===== src/rtl/dmem_pkg.sv =====
// Shared types and helpers for the data-memory write buffer.
//   WORD_BYTES   : byte lanes per RAM word
//   IDX_W        : stored word-index width; the largest AW the buffer supports
//   wbuf_entry_t : one buffered store, as presented to the forwarding mux
//   lane_merge   : byte-lane select between an old and a new word
package dmem_pkg;

  localparam int WORD_BYTES = 4;
  localparam int IDX_W      = 16;

  typedef struct packed {
    logic                  valid;
    logic [IDX_W-1:0]      idx;
    logic [31:0]           data;
    logic [WORD_BYTES-1:0] be;
  } wbuf_entry_t;

  // Lane i takes new_w when be[i] is set, otherwise keeps old_w.
  function automatic logic [31:0] lane_merge(input logic [31:0]           old_w,
                                             input logic [31:0]           new_w,
                                             input logic [WORD_BYTES-1:0] be);
    logic [31:0] res;
    res = old_w;
    for (int i = 0; i < WORD_BYTES; i++) begin
      if (be[i]) res[8*i +: 8] = new_w[8*i +: 8];
    end
    return res;
  endfunction

endpackage


===== src/rtl/dmem_wbuf_fifo.sv =====
// Circular store buffer for dmem_wbuf.
//   clk, reset          : clock, asynchronous active-high reset (clears pointers, count, valid bits)
//   push, push_*        : enqueue a store at the tail (ignored while full)
//   pop                 : dequeue the head (ignored while empty or when a push is taken)
//   head_*              : entry at the head, i.e. the next one to drain
//   age_entries         : all slots, [0] = youngest (tail-1) back to [DEPTH-1] = head side
//   full, empty         : occupancy flags derived from the separate count
module dmem_wbuf_fifo
  import dmem_pkg::*;
#(
  parameter int AW    = 6,
  parameter int DEPTH = 4
) (
  input  logic                         clk,
  input  logic                         reset,
  input  logic                         push,
  input  logic [AW-1:0]                push_idx,
  input  logic [31:0]                  push_data,
  input  logic [WORD_BYTES-1:0]        push_be,
  input  logic                         pop,
  output logic [AW-1:0]                head_idx,
  output logic [31:0]                  head_data,
  output logic [WORD_BYTES-1:0]        head_be,
  output wbuf_entry_t [DEPTH-1:0]      age_entries,
  output logic                         full,
  output logic                         empty
);

  localparam int PW = $clog2(DEPTH);
  localparam int CW = PW + 1;

  logic [PW-1:0]         head_q, head_d, tail_q, tail_d;
  logic [CW-1:0]         count_q, count_d;
  logic [DEPTH-1:0]      valid_q, valid_d;
  logic [AW-1:0]         idx_q  [DEPTH];
  logic [31:0]           data_q [DEPTH];
  logic [WORD_BYTES-1:0] be_q   [DEPTH];
  logic                  do_push, do_pop;
  logic [PW-1:0]         slot;

  assign full    = (count_q == CW'(DEPTH));
  assign empty   = (count_q == '0);
  assign do_push = push && !full;
  // The RAM port is shared, so a taken push always blocks the pop.
  assign do_pop  = pop && !empty && !do_push;

  always_comb begin
    head_d  = head_q;
    tail_d  = tail_q;
    count_d = count_q;
    valid_d = valid_q;
    if (do_push) begin
      tail_d          = tail_q + PW'(1);
      count_d         = count_q + CW'(1);
      valid_d[tail_q] = 1'b1;
    end else if (do_pop) begin
      head_d          = head_q + PW'(1);
      count_d         = count_q - CW'(1);
      valid_d[head_q] = 1'b0;
    end
  end

  always_ff @(posedge clk or posedge reset) begin
    if (reset) begin
      head_q  <= '0;
      tail_q  <= '0;
      count_q <= '0;
      valid_q <= '0;
    end else begin
      head_q  <= head_d;
      tail_q  <= tail_d;
      count_q <= count_d;
      valid_q <= valid_d;
    end
  end

  // Payload needs no reset: a slot is only ever read through its valid bit.
  always_ff @(posedge clk) begin
    if (do_push) begin
      idx_q[tail_q]  <= push_idx;
      data_q[tail_q] <= push_data;
      be_q[tail_q]   <= push_be;
    end
  end

  assign head_idx  = idx_q[head_q];
  assign head_data = data_q[head_q];
  assign head_be   = be_q[head_q];

  always_comb begin
    slot = '0;
    for (int k = 0; k < DEPTH; k++) begin
      slot           = tail_q - PW'(k + 1);
      age_entries[k] = '{valid: valid_q[slot],
                         idx:   IDX_W'(idx_q[slot]),
                         data:  data_q[slot],
                         be:    be_q[slot]};
    end
  end

endmodule


===== src/rtl/dmem_wbuf.sv =====
// Data-memory responder with a posted-store write buffer.
//   clk, reset : clock, asynchronous active-high reset (buffer state only; RAM keeps its contents)
//   MemWrite   : store request; accepted unless the buffer is full
//   be         : byte-lane enables of the store
//   ALUResult  : byte address; word index is ALUResult[AW+1:2]
//   WriteData  : lane-aligned store data
//   ReadData   : combinational load data, RAM merged with buffered stores
//   Stall      : store requested while the buffer is full (store not taken)
//   Empty      : no buffered stores
module dmem_wbuf
  import dmem_pkg::*;
#(
  parameter int AW    = 6,
  parameter int DEPTH = 4
) (
  input  logic                  clk,
  input  logic                  reset,
  input  logic                  MemWrite,
  input  logic [WORD_BYTES-1:0] be,
  input  logic [31:0]           ALUResult,
  input  logic [31:0]           WriteData,
  output logic [31:0]           ReadData,
  output logic                  Stall,
  output logic                  Empty
);

  logic [AW-1:0]              idx;
  logic                       full, accept, drain;
  logic [AW-1:0]              head_idx;
  logic [31:0]                head_data;
  logic [WORD_BYTES-1:0]      head_be;
  wbuf_entry_t [DEPTH-1:0]    age_entries;
  logic [31:0]                mem_q [2**AW];
  logic [31:0]                read_d;
  logic                       unused_addr;

  assign idx         = ALUResult[AW+1:2];
  assign unused_addr = ^{ALUResult[31:AW+2], ALUResult[1:0]};

  assign accept = MemWrite && !full;
  assign Stall  = MemWrite && full;
  // Drain whenever the RAM port is not taken by an accepted store.
  assign drain  = !Empty && !accept;

  dmem_wbuf_fifo #(
    .AW    (AW),
    .DEPTH (DEPTH)
  ) u_fifo (
    .clk         (clk),
    .reset       (reset),
    .push        (MemWrite),
    .push_idx    (idx),
    .push_data   (WriteData),
    .push_be     (be),
    .pop         (1'b1),
    .head_idx    (head_idx),
    .head_data   (head_data),
    .head_be     (head_be),
    .age_entries (age_entries),
    .full        (full),
    .empty       (Empty)
  );

  always_ff @(posedge clk) begin
    if (drain) begin
      mem_q[head_idx] <= lane_merge(mem_q[head_idx], head_data, head_be);
    end
  end

  // Walk entries oldest to youngest so the youngest matching lane ends up on top.
  always_comb begin
    read_d = mem_q[idx];
    for (int k = DEPTH - 1; k >= 0; k--) begin
      if (age_entries[k].valid && (age_entries[k].idx == IDX_W'(idx))) begin
        read_d = lane_merge(read_d, age_entries[k].data, age_entries[k].be);
      end
    end
  end

  assign ReadData = read_d;

endmodule


===== config.mk =====
export PLATFORM = sky130hd
export DESIGN_NAME = dmem_wbuf
export DESIGN_NICKNAME = d
export VERILOG_FILES = /design/src/rtl/dmem_pkg.sv /design/src/rtl/dmem_wbuf_fifo.sv /design/src/rtl/dmem_wbuf.sv
export SDC_FILE = /design/constraint.sdc
export NUM_CORES = 2
export LEC_CHECK = 0
export BUFFER_PORTS_ARGS = -buffer_cell sky130_fd_sc_hd__buf_2
export CORE_MARGIN = 2
export CORE_UTILIZATION = 45
export CTS_CLUSTER_DIAMETER = 50
export DETAILED_ROUTE_END_ITERATION = 10
export GPL_ROUTABILITY_DRIVEN = 1
export SYNTH_ARGS = -nofsm -noshare
export SYNTH_HDL_FRONTEND = slang
export SYNTH_SLANG_ARGS = --single-unit

===== constraint.sdc =====
create_clock -name clk -period 6.3 [get_ports clk]
set_input_delay 0.945 -clock clk [delete_from_list [all_inputs] [get_ports clk]]
set_output_delay 0.945 -clock clk [all_outputs]
set_load 0.05 [all_outputs]

; Word-level counts from Yosys, hierarchy flattened
; Memories as Yosys holds them, arrays and structs flattened.
; Index checks and enable logic that the tools add are counted.
[totals]
word_cells = 102
ram_bits = 2216
reg_bits = 11
inputBits = 71
memories = 4
output_inout_bits = 34
[op_classes]
bitwise = 4
n_mux = 48
n_addsub = 7
n_reduce_logical = 19
eq_ne = 9
order_cmp = 7
[memory_table]
columns = memory, depth, width, rd, rd_clocked_by_memory_dff, write_ports, line
row1 = mem_q, 64, 32, 1, 0, 1, dmem_wbuf.sv:33  ; logic [31:0] mem_q [2**AW];
row2 = u_fifo.data_q, 4, 32, 5, 0, 1, dmem_wbuf_fifo.sv:36  ; logic [31:0] data_q [DEPTH];
row3 = u_fifo.idx_q, 4, 6, 5, 0, 1, dmem_wbuf_fifo.sv:35  ; logic [AW-1:0] idx_q [DEPTH];
row4 = u_fifo.be_q, 4, 4, 5, 0, 1, dmem_wbuf_fifo.sv:37  ; logic [WORD_BYTES-1:0] be_q [DEPTH];
[ops]
columns = op, n
row1 = two-way mux 8 bit, 24
row2 = two-way mux 32 bit, 4
row3 = == test 6 bit, 4
row4 = "less-than comparator 2 x 3 -> 1 bit, second input constant", 5
row5 = two-way mux 1 bit, 10
row6 = AND reduction 2 bit, 5
row7 = logical AND 1 bit, 9
row8 = binary-select mux 1 bit (select 2 bit), 4
row9 = two-way mux 4 bit, 2
row10 = "!= test 2 bit, second input constant", 4
row11 = two-way mux 3 bit, 2
row12 = "adder 2 x 1 -> 2 bit, second input constant", 2
row13 = bitwise AND 4 bit, 1
row14 = demux 1 bit (select 2 bit), 2
row15 = "greater-or-equal comparator 2 x 1 -> 1 bit, second input constant", 2
row16 = NOT 4 bit, 1
row17 = bitwise OR 4 bit, 1
row18 = "subtractor 2 bit, second input constant", 2
row19 = "adder 3 x 1 -> 3 bit, second input constant", 1
row20 = "== test 3 bit, second input constant", 1
row21 = zero test 1 bit, 3
row22 = zero test 3 bit, 1
row23 = "subtractor 3 x 1 -> 3 bit, second input constant", 1
row24 = nonzero test 2 bit, 1
row25 = other kinds (2), 2

; Longest topological paths before layout
[logic_depth]
ltp_word = 10
ltp_mapped = 21
mapped_depth_nobuf = 10

; Modules after synthesis
; From an unflattened synthesis, not the netlist that was laid out.
[hier_totals]
hier_cells = 4466
area_unflattened_um2 = 92772.7
[by_module_without_submodules]
columns = module, cells_per_inst, area_per_inst_um2, seq_area_each_um2, n_inst
row1 = dmem_wbuf, 3929, 81559.5, 61499.0, 1
row2 = dmem_wbuf_fifo, 537, 11213.3, 5320.1, 1

; Worst setup path after synthesis
; OpenSTA, ideal clock, no wires.
[synth_path]
path_type = reg-to-output
start = reg u_fifo.tail_q[1]
end = out ReadData[20]
n_path_buf = 9
stages_incl_launch_ff = 18
arrival_ns = 5.629
t_required_ns = 5.355
path_slack_ns = -0.274
cell_sequence = dfrtp_1 > buf_6 > buf_6 > buf_4 > buf_4 > buf_2 > buf_1 > buf_2 > inv_1 > ha_1 > buf_6 > buf_8 > mux4_2 > xnor2_2 > nand3_2 > or3_1 > and4_1 > o41ai_1
[synth_via]
elab_chain_cells = 10
elab_cells_between_ends = 30
classes_between = add/sub: 3 / eq/ne: 4 / mux: 16 / reduce/logical: 4 / memory: 3
[synth_rtl]
columns = item, line
row1 = from (decl), dmem_wbuf_fifo.sv:32  ; logic [PW-1:0] head_q, head_d, tail_q, tail_d;
row2 = from (signal assigned), dmem_wbuf_fifo.sv:71  ; tail_q <= tail_d;
row3 = "parallel branches: the longest is 9 deep, another holds memory (4 x 6 bit)", --
row4 = two-way mux 32 bit *, dmem_wbuf.sv:74  ; if (age_entries[k].valid && (age_entries[k].idx == IDX_W'(idx))) begin
row5 = to (decl), dmem_wbuf.sv:22  ; output logic [31:0] ReadData,
; Every way passes the cells marked *. The select of a mux whose other input is x is not followed.

; Worst setup path after layout
[layout_path]
start = reg u_fifo.tail_q[1]
end = out ReadData[4]
; The elaborated chain is that of the path after synthesis.

==> results_dict.tcl <==
set metrics [dict create \
    drtPass1Iterations 8 \
    worstSetupPathType "reg2out" \
    r2r-end "mem_q[1][28]$_DFFE_PP_" \
    design_area_sq_um 104000 \
    fill_cells 16200 \
    ios 105 \
    synth-compound-area-share 0.0316 \
    drc 0 \
    syn_nets 4654 \
    grt_pass1_vias 47600 \
    drive_above_1_share 0.275 \
    hpwlAfterDp_um 161000 \
    arrival_ns 5.18 \
    dieArea_sq_um 209000 \
    finClkSkew_ns 0.0514 \
    synth_top_area_frac 0.722 \
    reg2reg_from "u_fifo.head_q[0]$_DFFE_PP0P_" \
    grt_pass1_wl_um 359000 \
    clockPowerShare 0.306 \
    cts_sinks 2227 \
    clk_pin_slew_ns 0.06 \
    track_usage 0.242 \
    rsz0062_at_grt "false" \
    cp-start-kind "flip-flop" \
    io_buffers 78 \
    grt_max_degree 100 \
    clk_latency_ns 0.90 \
    dieWidth_um 457 \
    grt_overflow 0 \
    maxCapViolations 0 \
    drt_iter0_drc 6529 \
    routedWlPerCell_um 33.0 \
    ys_warn_count 0 \
    power.density_nw_per_um2 418 \
    yosys-top-cells-area "edfxtp_1, mux4_2, mux2i_1, nor2_1, nand2_1" \
    finalSetupViolCount 0 \
    cts.hold.buffers_added 0 \
    rr_worst_depth 5 \
    startpoint "u_fifo.tail_q[1]$_DFFE_PP0P_" \
    rows 166 \
    antenna_found_initial 12 \
    status "finished clean" \
    pwr-share-comb 0.230 \
    cts_tree "built" \
    fin_total_pwr_mw 43.5 \
    ir_worst_vdd_uv 554 \
    synthAdderAreaFrac 0.00130 \
    clockRootBuffer "clkbuf_16" \
    nNetsFinal 4886 \
    swShare 0.304 \
    ys_ff_latch 2227 \
    area_growth_pct 12.8 \
    viasPerCell 6.30 \
    p_leak_nw 32.6 \
    final.period_utilization 0.973 \
    dpl_cell_area_sq_um 96600 \
    intPower_mw 30.3 \
    synth_top_family_by_area "multiplexers" \
    ant_nets 0 \
    hold_viol_final 0 \
    worstMarginPinSlew_ns 1.25 \
    synth_seq_area_share 0.725 \
    synthSimpleGateAreaFrac 0.0361 \
    initial_core_util 0.452 \
    coreArea_sq_um 204000 \
    end_kind "output pin" \
    finalWirelength_um 254000 \
    finalWeightedCongestion 0.838 \
    seq_power_share 0.464 \
    ys_types 84 \
    yosysTopAreaCell "edfxtp_1" \
    synthXorXnorAreaFrac 0.00303 \
    r2r_setup_slack_ns 1.63 \
    dominantRegCellSynth "edfxtp_1" \
    cts_buffers 226 \
    report.final.slew_viol_count 0 \
    slew_headroom 0.159 \
    vias 48400 \
    setup_tns_ns 0 \
    switchingPower_mw 13.2 \
    syn_inst 4574 \
    synth_enable_flop_cells 2216 \
    worstPathMaxFanout 36 \
    async_flop_share 0.00494 \
    required_ns 5.35 \
    htree_levels 4 \
    synth.mux.area_fraction 0.185 \
    avgSynthCellArea_sq_um 20.2 \
    max_freq_mhz 163 \
    min_path_type "in2async" \
    period_needed_ns 6.13 \
    cts_max_path_buffers 3 \
    die_h_um 457 \
    synth_area_sq_um 92200 \
]
==> layout make-up <==
type                       count  area, sq um  share of cell area
clock buffer                 275         5860              0.0563
clock inverter               149         1480              0.0143
tap                         2688         3360              0.0323
inverter                      20         77.6            0.000746
timing repair buffer         292         2580              0.0248
antenna                        4         10.0           0.0000962
multi-input combinational   2039        23800               0.229
sequential                  2227        66800               0.642
==> routing by layer <==
| layer | track usage | routed length [um] | vias to the layer above |
|---|---|---|---|
| met2 | 0.374 | 119000 | 2374 |
| met3 | 0.0438 | 22800 | 377 |
| met1 | 0.354 | 105000 | 26000 |
| met4 | 0.0719 | 7700 | 4 |
| li1 | - | - | 19700 |
| met5 | 0 | 27 | - |
==> stage by stage <==
stage | hold slack, ns | util | instances | setup slack (ns)
floorplan | 0.474 | - | 4574 | -0.00414
global placement | 0.490 | 0.473 | 7265 | 0.490
detailed placement | 0.504 | 0.473 | 7265 | 0.466
global route | 0.164 | 0.509 | 7692 | 0.0168
CTS | 0.116 | 0.509 | 7689 | -0.00468
finish | 0.158 | 0.509 | 7694 | 0.172
==> logic make-up (layout without fill, tap and decap cells) <==
logic type / after synthesis / in the layout
and+or+nand+nor: 743 / 743
xor gates and xnor gates: 31 / 31
buffers and inverters: 308 / 736
AOI/OAI and AO/OA: 410 / 410
other: 0 / 4
adders and majority gates: 9 / 9
muxes: 846 / 846
DFF: 2227 / 2227
==> flip-flops by register name, summed over array words and instances, names as in the netlist <==
register,cells
u_fifo.tail_q,2
u_fifo.be_q,16
u_fifo.valid_q,4
u_fifo.head_q,2
u_fifo.count_q,3
mem_q,2048
u_fifo.data_q,128
u_fifo.idx_q,24
==> critical path: stages (launching register included) <==
cell	delay [ns]
dfrtp_4	0.62
buf_12	0.28
mux2i_1	0.25
mux2_2	0.37
o221ai_1	0.51
nand2_1	0.27
or4b_1	0.80
o21ai_0	0.49
a31oi_1	0.20
o21a_1	0.24
buf_2	0.22
==> repair_timing <==
| action | CTS | global route |
|---|---|---|
| setup endpoints to repair | 1 | 13 |
| hold endpoints to repair | 0 | 0 |
| setup buffers | 0 | 1 |
| gates resized for setup | 0 | 1 |
| pin swaps | 0 | 1 |
==> cells in the mapped netlist (all sizes together), types with 16 or more instances <==
library cell  number
a211oi            25
a21oi             63
a221oi            21
a22o              17
a22oi             63
a31oi             29
and2              16
and3              16
buf              191
clkbuf            97
edfxtp          2216
inv               17
mux2i            146
mux4             686
nand2            166
nand2b            18
nand3             63
nor2             347
nor2b             29
nor3              33
o21ai             46
o22ai             43
xnor2             27
==> layout by cell type (no fill, tap or decap), drive strengths merged, types with 14 or more instances in the layout <==
cell and n:
buf 292, a21oi 63, o22ai 43, a22oi 63, edfxtp 2216, nand2b 18, and3 16, clkbuf 275
a221oi 21, inv 36, bufinv 21, mux2i 146, a31oi 29, mux4 686, clkinv 103, nor2b 29
and2 16, nand3 63, nor3 33, xnor2 27, a211oi 25, nand2 166, mux2 14, a2111oi 15
o21ai 46, nor2 347, a22o 17
==> worst max path at each step <==
stage,endpoint,slack [ns]
final,ReadData[4],0.17
after global routing,ReadData[4],0.02
after CTS,ReadData[0],-0.005
after detailed placement,ReadData[4],0.47
after global placement,ReadData[4],0.49
after floorplan,ReadData[22],-0.004
==> power groups by stage <==
stage / combinational [mW] / sequential, mW / clock [mW]
final: 10.0 / 20.2 / 13.3
after detailed placement: 9.96 / 20.5 / 0
after global routing: 10.5 / 20.3 / 14.0
after floorplan: 6.15 / 20.2 / 0
after global placement: 9.70 / 20.4 / 0
after CTS: 9.97 / 20.2 / 13.5
Note: power is estimated with default switching activity, not from simulation.
